<file path="src/rtl/timer_test_bench_if.sv">
// APB bus bundle for the 8-bit up/down timer.
// The master modport is the CPU bus model; the slave modport is the timer.
interface timer_test_bench_if;
    logic       psel;
    logic       penable;
    logic       pwrite;
    logic [7:0] paddr;
    logic [7:0] pwdata;
    logic [7:0] prdata;
    logic       pready;
    logic       pslverr;

    modport master (
        output psel, penable, pwrite, paddr, pwdata,
        input  prdata, pready, pslverr
    );

    modport slave (
        input  psel, penable, pwrite, paddr, pwdata,
        output prdata, pready, pslverr
    );
endinterface

// rtl/timer_test_my.sv
// 8-bit APB-programmable up/down timer.
// Registers: TDR (reload), TCR (control), TSR (OVF/UDF flags), TCNT (read-only counter view).
// WAIT_CYCLES sets how many pready-low cycles each access phase holds before completing.
// Optional macro TIMER_IRQ_EN adds tmr_ovf_irq / tmr_udf_irq, registered copies of the flags.
module timer_test_my #(
    parameter int WAIT_CYCLES = 0
) (
    input  logic               pclk,
    input  logic               rst,
    timer_test_bench_if.slave  bus
`ifdef TIMER_IRQ_EN
    ,
    output logic               tmr_ovf_irq,
    output logic               tmr_udf_irq
`endif
);

    localparam int WW = (WAIT_CYCLES > 0) ? $clog2(WAIT_CYCLES + 1) : 1;
    localparam logic [WW-1:0] WAIT_LAST = WW'(WAIT_CYCLES);

    localparam logic [7:0] ADDR_TDR  = 8'h00;
    localparam logic [7:0] ADDR_TCR  = 8'h01;
    localparam logic [7:0] ADDR_TSR  = 8'h02;
    localparam logic [7:0] ADDR_TCNT = 8'h03;

    // Bus-side state
    logic [WW-1:0] waitCnt_q, waitCnt_d;
    logic          accessPhase;
    logic          readyInt;
    logic          xferDone;
    logic          wrEn;
    logic          rdEn;
    logic          addrMapped;

    // Timer state
    logic [7:0] tdr_q, tdr_d;
    logic [7:0] tcr_q, tcr_d;
    logic [1:0] tsr_q, tsr_d;
    logic [7:0] cnt_q, cnt_d;
    logic [3:0] presc_q, presc_d;

    // Decoded control fields and events
    logic       ctlLoad;
    logic       ctlDir;
    logic       ctlEn;
    logic [1:0] ctlCks;
    logic [3:0] prescLast;
    logic       running;
    logic       tick;
    logic       ovfSet;
    logic       udfSet;

    assign accessPhase = bus.psel & bus.penable;
    assign readyInt    = (waitCnt_q == WAIT_LAST);
    assign xferDone    = accessPhase & readyInt;
    assign wrEn        = xferDone & bus.pwrite;
    assign rdEn        = xferDone & ~bus.pwrite;
    assign addrMapped  = (bus.paddr <= ADDR_TCNT);

    assign bus.pready  = readyInt;
    assign bus.pslverr = xferDone & ~addrMapped;

    assign ctlLoad = tcr_q[7];
    assign ctlDir  = tcr_q[5];
    assign ctlEn   = tcr_q[4];
    assign ctlCks  = tcr_q[1:0];

    // Count wait states while an access phase is stalled; idle or completed phases restart at zero
    always_comb begin
        waitCnt_d = '0;
        if (accessPhase && !readyInt) begin
            waitCnt_d = waitCnt_q + 1'b1;
        end
    end

    // Wait-state counter register
    always_ff @(posedge pclk) begin
        if (rst) begin
            waitCnt_q <= '0;
        end else begin
            waitCnt_q <= waitCnt_d;
        end
    end

    // Read mux: data only during the completing read cycle, zero otherwise and for unmapped addresses
    always_comb begin
        bus.prdata = 8'h00;
        if (rdEn) begin
            case (bus.paddr)
                ADDR_TDR:  bus.prdata = tdr_q;
                ADDR_TCR:  bus.prdata = tcr_q;
                ADDR_TSR:  bus.prdata = {6'b000000, tsr_q};
                ADDR_TCNT: bus.prdata = cnt_q;
                default:   bus.prdata = 8'h00;
            endcase
        end
    end

    // Last prescaler value before a tick for each clock-select: divide by 2, 4, 8 or 16
    always_comb begin
        prescLast = 4'd1;
        case (ctlCks)
            2'b00:   prescLast = 4'd1;
            2'b01:   prescLast = 4'd3;
            2'b10:   prescLast = 4'd7;
            default: prescLast = 4'd15;
        endcase
    end

    assign running = ctlEn & ~ctlLoad;
    assign tick    = running & (presc_q == prescLast);

    // Prescaler advances only while running; held at zero otherwise so a restart takes a full period
    always_comb begin
        presc_d = 4'd0;
        if (running && !tick) begin
            presc_d = presc_q + 4'd1;
        end
    end

    // Counter: LOAD copies the current TDR every cycle; otherwise a tick steps up or down modulo 256
    always_comb begin
        cnt_d  = cnt_q;
        ovfSet = 1'b0;
        udfSet = 1'b0;
        if (ctlLoad) begin
            cnt_d = tdr_q;
        end else if (tick) begin
            if (ctlDir) begin
                cnt_d  = cnt_q - 8'd1;
                udfSet = (cnt_q == 8'h00);
            end else begin
                cnt_d  = cnt_q + 8'd1;
                ovfSet = (cnt_q == 8'hFF);
            end
        end
    end

    // Register writes; TSR clears flags written as 0 but a same-cycle event still sets them
    always_comb begin
        tdr_d = tdr_q;
        tcr_d = tcr_q;
        tsr_d = tsr_q;
        if (wrEn) begin
            case (bus.paddr)
                ADDR_TDR: tdr_d = bus.pwdata;
                ADDR_TCR: tcr_d = bus.pwdata;
                ADDR_TSR: tsr_d = tsr_q & bus.pwdata[1:0];
                default:  ;
            endcase
        end
        tsr_d = tsr_d | {udfSet, ovfSet};
    end

    // Timer register bank
    always_ff @(posedge pclk) begin
        if (rst) begin
            tdr_q   <= 8'h00;
            tcr_q   <= 8'h00;
            tsr_q   <= 2'b00;
            cnt_q   <= 8'h00;
            presc_q <= 4'd0;
        end else begin
            tdr_q   <= tdr_d;
            tcr_q   <= tcr_d;
            tsr_q   <= tsr_d;
            cnt_q   <= cnt_d;
            presc_q <= presc_d;
        end
    end

`ifdef TIMER_IRQ_EN
    // Interrupt lines follow the status flags one cycle later and stay high until software clears them
    always_ff @(posedge pclk) begin
        if (rst) begin
            tmr_ovf_irq <= 1'b0;
            tmr_udf_irq <= 1'b0;
        end else begin
            tmr_ovf_irq <= tsr_q[0];
            tmr_udf_irq <= tsr_q[1];
        end
    end
`endif

endmodule

</file>
<file path="src/flat_wrapper.sv">
// flat-port wrapper written by rule: the top's interface ports become plain ports
module timer_test_bench_flat 
#(
    parameter int WAIT_CYCLES = 0
)
  (pclk, rst, bus_psel, bus_penable, bus_pwrite, bus_paddr, bus_pwdata, bus_prdata, bus_pready, bus_pslverr);
  timer_test_bench_if bus_i ();
  input  logic pclk;
  input  logic rst;
  input wire logic [$bits(bus_i.psel)-1:0] bus_psel;
  input wire logic [$bits(bus_i.penable)-1:0] bus_penable;
  input wire logic [$bits(bus_i.pwrite)-1:0] bus_pwrite;
  input wire logic [$bits(bus_i.paddr)-1:0] bus_paddr;
  input wire logic [$bits(bus_i.pwdata)-1:0] bus_pwdata;
  output wire logic [$bits(bus_i.prdata)-1:0] bus_prdata;
  output wire logic [$bits(bus_i.pready)-1:0] bus_pready;
  output wire logic [$bits(bus_i.pslverr)-1:0] bus_pslverr;
  assign bus_i.psel = bus_psel;
  assign bus_i.penable = bus_penable;
  assign bus_i.pwrite = bus_pwrite;
  assign bus_i.paddr = bus_paddr;
  assign bus_i.pwdata = bus_pwdata;
  assign bus_prdata = bus_i.prdata;
  assign bus_pready = bus_i.pready;
  assign bus_pslverr = bus_i.pslverr;
  timer_test_my #(.WAIT_CYCLES(WAIT_CYCLES)) u_core (.pclk(pclk), .rst(rst), .bus(bus_i));
endmodule
</file>
<file path="config.mk">
export PLATFORM = sky130hd
export DESIGN_NAME = timer_test_bench_flat
export DESIGN_NICKNAME = d
export VERILOG_FILES = /design/src/rtl/timer_test_bench_if.sv /design/src/rtl/timer_test_my.sv /design/src/flat_wrapper.sv
export SDC_FILE = /design/constraint.sdc
export NUM_CORES = 1
export LEC_CHECK = 0
export BUFFER_PORTS_ARGS = -buffer_cell sky130_fd_sc_hd__buf_2
export CAP_MARGIN = 20
export CORE_UTILIZATION = 40
export CTS_CLUSTER_DIAMETER = 40
export DETAILED_ROUTE_END_ITERATION = 12
export PLACE_DENSITY = 0.6
export SYNTH_ARGS = -nofsm -noshare
export SYNTH_HDL_FRONTEND = slang
export SYNTH_SLANG_ARGS = --single-unit
</file>
<file path="constraint.sdc">
create_clock -name pclk -period 2.85 [get_ports pclk]
set_input_delay 0.7125 -clock pclk [delete_from_list [all_inputs] [get_ports pclk]]
set_output_delay 0.7125 -clock pclk [all_outputs]
set_load 0.01 [all_outputs]
</file>
==> impl_metrics.prom <==
# TYPE chip_impl_metric gauge
chip_impl_metric{name="synth_enable_flop_cells",unit=""} 0
chip_impl_metric{name="die_height",unit="um"} 71.27
chip_impl_metric{name="wire_per_inst",unit="um"} 14.25
chip_impl_metric{name="detail_route.first_pass.iterations",unit=""} 8
chip_impl_metric{name="drc",unit=""} 4
chip_impl_metric{name="via_count_of_the_first_global_routing_pass",unit=""} 1510
chip_impl_metric{name="num_io_pins",unit=""} 31
chip_impl_metric{name="drt-total-wl",unit="um"} 4302
chip_impl_metric{name="cts_buffers",unit=""} 5
chip_impl_metric{name="worst_clock_skew",unit="ns"} 0.001896
chip_impl_metric{name="final_hold_viol_count",unit=""} 0
chip_impl_metric{name="clock-sinks",unit=""} 31
chip_impl_metric{name="async_flop_share",unit="%"} 0
chip_impl_info{name="hp-class",value="reg2reg"} 1
chip_impl_metric{name="synth.cell_area",unit="um^2"} 1919
chip_impl_metric{name="wire_length_of_the_first_global_routing_pass",unit="um"} 7265
chip_impl_info{name="critPathLaunchType",value="primary input"} 1
chip_impl_info{name="cp-end-kind",value="output port"} 1
chip_impl_info{name="type_of_the_worst_setup_path",value="in2out"} 1
chip_impl_metric{name="cts.htree.levels",unit=""} 2
chip_impl_metric{name="cts-root-to-sink-buffers",unit=""} 2
chip_impl_metric{name="half_perimeter_wire_length_after_detailed_placement",unit="um"} 3177
chip_impl_metric{name="die-width",unit="um"} 71.27
chip_impl_metric{name="postSynthNetCount",unit=""} 242
chip_impl_info{name="synth_common_cells",value="34 x sky130_fd_sc_hd__nor2_1, 31 x sky130_fd_sc_hd__dfxtp_1, 18 x sky130_fd_sc_hd__mux2i_1"} 1
chip_impl_info{name="cts_tree",value="yes"} 1
chip_impl_metric{name="layout.cell_area.non_filler",unit="um^2"} 2217
chip_impl_metric{name="clk-insertion-delay-late",unit="ns"} 0.28
chip_impl_metric{name="grt-ovfl-total",unit=""} 0
chip_impl_metric{name="setup_slack",unit="ns"} 0.3253
chip_impl_metric{name="p_leak",unit="uW"} 0.0008181
chip_impl_info{name="ys.flop_type",value="sky130_fd_sc_hd__dfxtp_1"} 1
chip_impl_metric{name="area_delta_synth_final",unit="%"} 15.52
chip_impl_metric{name="netlist_instances",unit=""} 213
chip_impl_metric{name="nFillCells",unit=""} 458
chip_impl_metric{name="synth-adder-area-share",unit="%"} 5.606
chip_impl_metric{name="slew_headroom",unit="%"} 60.49
chip_impl_metric{name="max_cap_violations",unit=""} 0
chip_impl_metric{name="n_antenna_cell",unit=""} 0
chip_impl_metric{name="seqCellArea",unit="um^2"} 620.6
chip_impl_metric{name="synth-xor-area-share",unit="%"} 2.282
chip_impl_metric{name="place.detailed.instances",unit=""} 293
chip_impl_metric{name="drt_iter0_drc",unit=""} 77
chip_impl_metric{name="synth_seq_area_share",unit="%"} 32.33
chip_impl_metric{name="die_area",unit="um^2"} 5079
chip_impl_metric{name="largest_net_degree_at_the_start_of_global_routing",unit=""} 30
chip_impl_info{name="synth_top_family_by_area",value="simple AND/OR/NAND/NOR gates"} 1
chip_impl_metric{name="final_min_period_over_clock_period",unit="%"} 88.59
chip_impl_metric{name="yosys_warnings",unit=""} 0
chip_impl_info{name="synthMostInstantiatedCell",value="sky130_fd_sc_hd__nor2_1"} 1
chip_impl_info{name="violated_checks",value="DRC"} 1
chip_impl_metric{name="r2r_slack",unit="ns"} 0.71
chip_impl_metric{name="dpl_cell_area",unit="um^2"} 2128
chip_impl_info{name="cts_root_buf",value="sky130_fd_sc_hd__clkbuf_8"} 1
chip_impl_metric{name="layout-drive-gt1-share",unit="%"} 23.60
chip_impl_metric{name="fraction_of_synthesized_area_in_multiplexers",unit="%"} 14.28
chip_impl_metric{name="synth.distinct_cells",unit=""} 58
chip_impl_metric{name="required",unit="ns"} 2.14
chip_impl_metric{name="fp.coreArea",unit="um^2"} 4474
chip_impl_metric{name="critical_path_fanout_max",unit=""} 8
chip_impl_metric{name="powerDensity",unit="nW/um^2"} 360.2
chip_impl_metric{name="final_antenna_net_count",unit=""} 0
chip_impl_metric{name="clkSlewWorstSetupHoldPaths",unit="ns"} 0.06
chip_impl_metric{name="placement.io_buffers",unit=""} 30
chip_impl_metric{name="track_usage",unit="%"} 18.32
chip_impl_metric{name="synth.top_cell.area_share",unit="%"} 32.33
chip_impl_metric{name="syn_avg_cell_area",unit="um^2"} 9.011
chip_impl_metric{name="final_max_slew_viol_count",unit=""} 0
chip_impl_metric{name="ir_drop",unit="uV"} 218.6
chip_impl_metric{name="routed_via_density",unit=""} 5.493
chip_impl_metric{name="rows",unit=""} 24
chip_impl_info{name="rsz0062_at_grt",value="no"} 1
chip_impl_metric{name="antenna_found_initial",unit=""} 0
chip_impl_metric{name="fmax",unit="MHz"} 396.1
chip_impl_metric{name="dp_worst_setup_slack",unit="ns"} 0.1715
chip_impl_info{name="yosys.area.top_type",value="sky130_fd_sc_hd__dfxtp_1"} 1
chip_impl_metric{name="tightest_slew",unit="ns"} 0.5926
chip_impl_metric{name="synth_simple_gate_area_share",unit="%"} 23.53
chip_impl_metric{name="multi_input_area",unit="um^2"} 1217
chip_impl_metric{name="setup_tns_final",unit="ns"} 0
chip_impl_metric{name="final_cell_count_no_fill",unit=""} 302
chip_impl_info{name="status",value="finished, violations left"} 1
chip_impl_metric{name="vias",unit=""} 1659
chip_impl_metric{name="timing.final.setup_violations",unit=""} 0
chip_impl_metric{name="globalplace.congestion",unit=""} 0.7979
chip_impl_metric{name="yosys_register_bits",unit=""} 31
chip_impl_metric{name="final_nets",unit=""} 278
chip_impl_metric{name="floorplan.initialDensity",unit="%"} 42.90
chip_impl_metric{name="finalCriticalPeriod",unit="ns"} 2.525
chip_impl_info{name="post_synth_main_area_contributors",value="sky130_fd_sc_hd__dfxtp_1 32%, sky130_fd_sc_hd__mux2i_1 9.4%, sky130_fd_sc_hd__nor2_1 6.6%, sky130_fd_sc_hd__ha_1 4.6%, sky130_fd_sc_hd__a211oi_1 2.3%"} 1
chip_impl_metric{name="synthesized_area_fraction_occupied_by_ao_oa_aoi_and_oai_cells",unit="%"} 17.54
chip_impl_metric{name="arrival",unit="ns"} 1.81
routing by layer:
layer  part of all wire, %  global-route usage (%)  vias up
met5                     0                       0        -
met4                  0.93                   5.333        0
met2                    45                   29.21       42
met1                    49                   25.09      762
li1                      -                       -      850
met3                   5.6                   3.797        5
power breakdown:
part | total, uW | switching [uW] | internal [uW]
registers | 434 | 0.302 | 434
logic | 39.3 | 23.3 | 16.1
clock network | 325 | 154 | 171
total | 799 | 178 | 621
worst paths after layout:
kind / start / cells after the start / to
worst max-delay path: bus_paddr[5] / 7 / bus_prdata[4]
worst min-delay path: u_core.tsr_q[1] / 2 / u_core.tsr_q[1]
worst max register to register: u_core.cnt_q[0] / 7 / u_core.cnt_q[6]
worst min register to register: u_core.tsr_q[1] / 2 / u_core.tsr_q[1]
metrics by stage:
step	total power, uW	utilization, %	hold WS [ns]
4_1_cts	812.6	49.38	0.4794
6_report	798.7	49.55	0.4774
3_5_place_dp	483.8	47.57	0.4688
2_1_floorplan	462.0	-	0.4506
5_1_grt	834.2	49.55	0.5119
3_3_place_gp	484.0	47.57	0.4665
cell families (layout without fill, tap and decap cells):
family / Yosys count / after routing
simple gates: 85 / 85
fa+ha+maj: 8 / 8
compound gates: 42 / 42
mux: 24 / 24
other cells: 1 / 1
xor+xnor: 5 / 5
flops: 31 / 31
buf+inv: 17 / 54
final cells by class:
cell class	instances	share of cell area (%)
clock inverter	1	0.2257
inverter	10	1.693
tap	52	2.935
multi-input combinational	165	54.91
timing repair buffer	36	8.804
sequential	31	27.99
clock buffer	7	3.442
sequential cells by signal, indices dropped and copies added (netlist names):
signal	count
u_core.tsr_q	2
u_core.tcr_q	8
u_core.cnt_q	8
u_core.tdr_q	8
u_core.presc_q	4
u_core.waitCnt_q	1
cell usage in the layout (no fill, tap or decap), types with 4 or more instances in the layout:
master                     netlist  final
sky130_fd_sc_hd__nor2_1         34     34
sky130_fd_sc_hd__mux2i_1        18     18
sky130_fd_sc_hd__inv_1          10     10
sky130_fd_sc_hd__clkbuf_8        0      5
sky130_fd_sc_hd__nand2_1        12     12
sky130_fd_sc_hd__nand2b_1        4      4
sky130_fd_sc_hd__nor2b_1         4      4
sky130_fd_sc_hd__buf_2           1     30
sky130_fd_sc_hd__mux2_2          4      4
sky130_fd_sc_hd__o21ai_0         8      8
sky130_fd_sc_hd__buf_4           0      6
sky130_fd_sc_hd__dfxtp_1        31     31
sky130_fd_sc_hd__ha_1            7      7
sky130_fd_sc_hd__a211oi_1        6      6
sky130_fd_sc_hd__nand3_1         6      6
sky130_fd_sc_hd__a22oi_1         6      6
sky130_fd_sc_hd__a21oi_1         6      6
critical path, stage by stage:
cell and delay, ns:
sky130_fd_sc_hd__buf_2 0.09, sky130_fd_sc_hd__nor4_1 0.31, sky130_fd_sc_hd__and2_1 0.19, sky130_fd_sc_hd__nand3b_1 0.08, sky130_fd_sc_hd__buf_4 0.17, sky130_fd_sc_hd__nor2_1 0.11
sky130_fd_sc_hd__buf_2 0.14
timing repair:
item                                    in CTS  in global routing
gates resized for setup                      0                  0
hold buffers                                 0                  0
endpoints found under the setup margin       0                  1
buffers inserted                             0                  1
(Power assumes the default switching activity.)
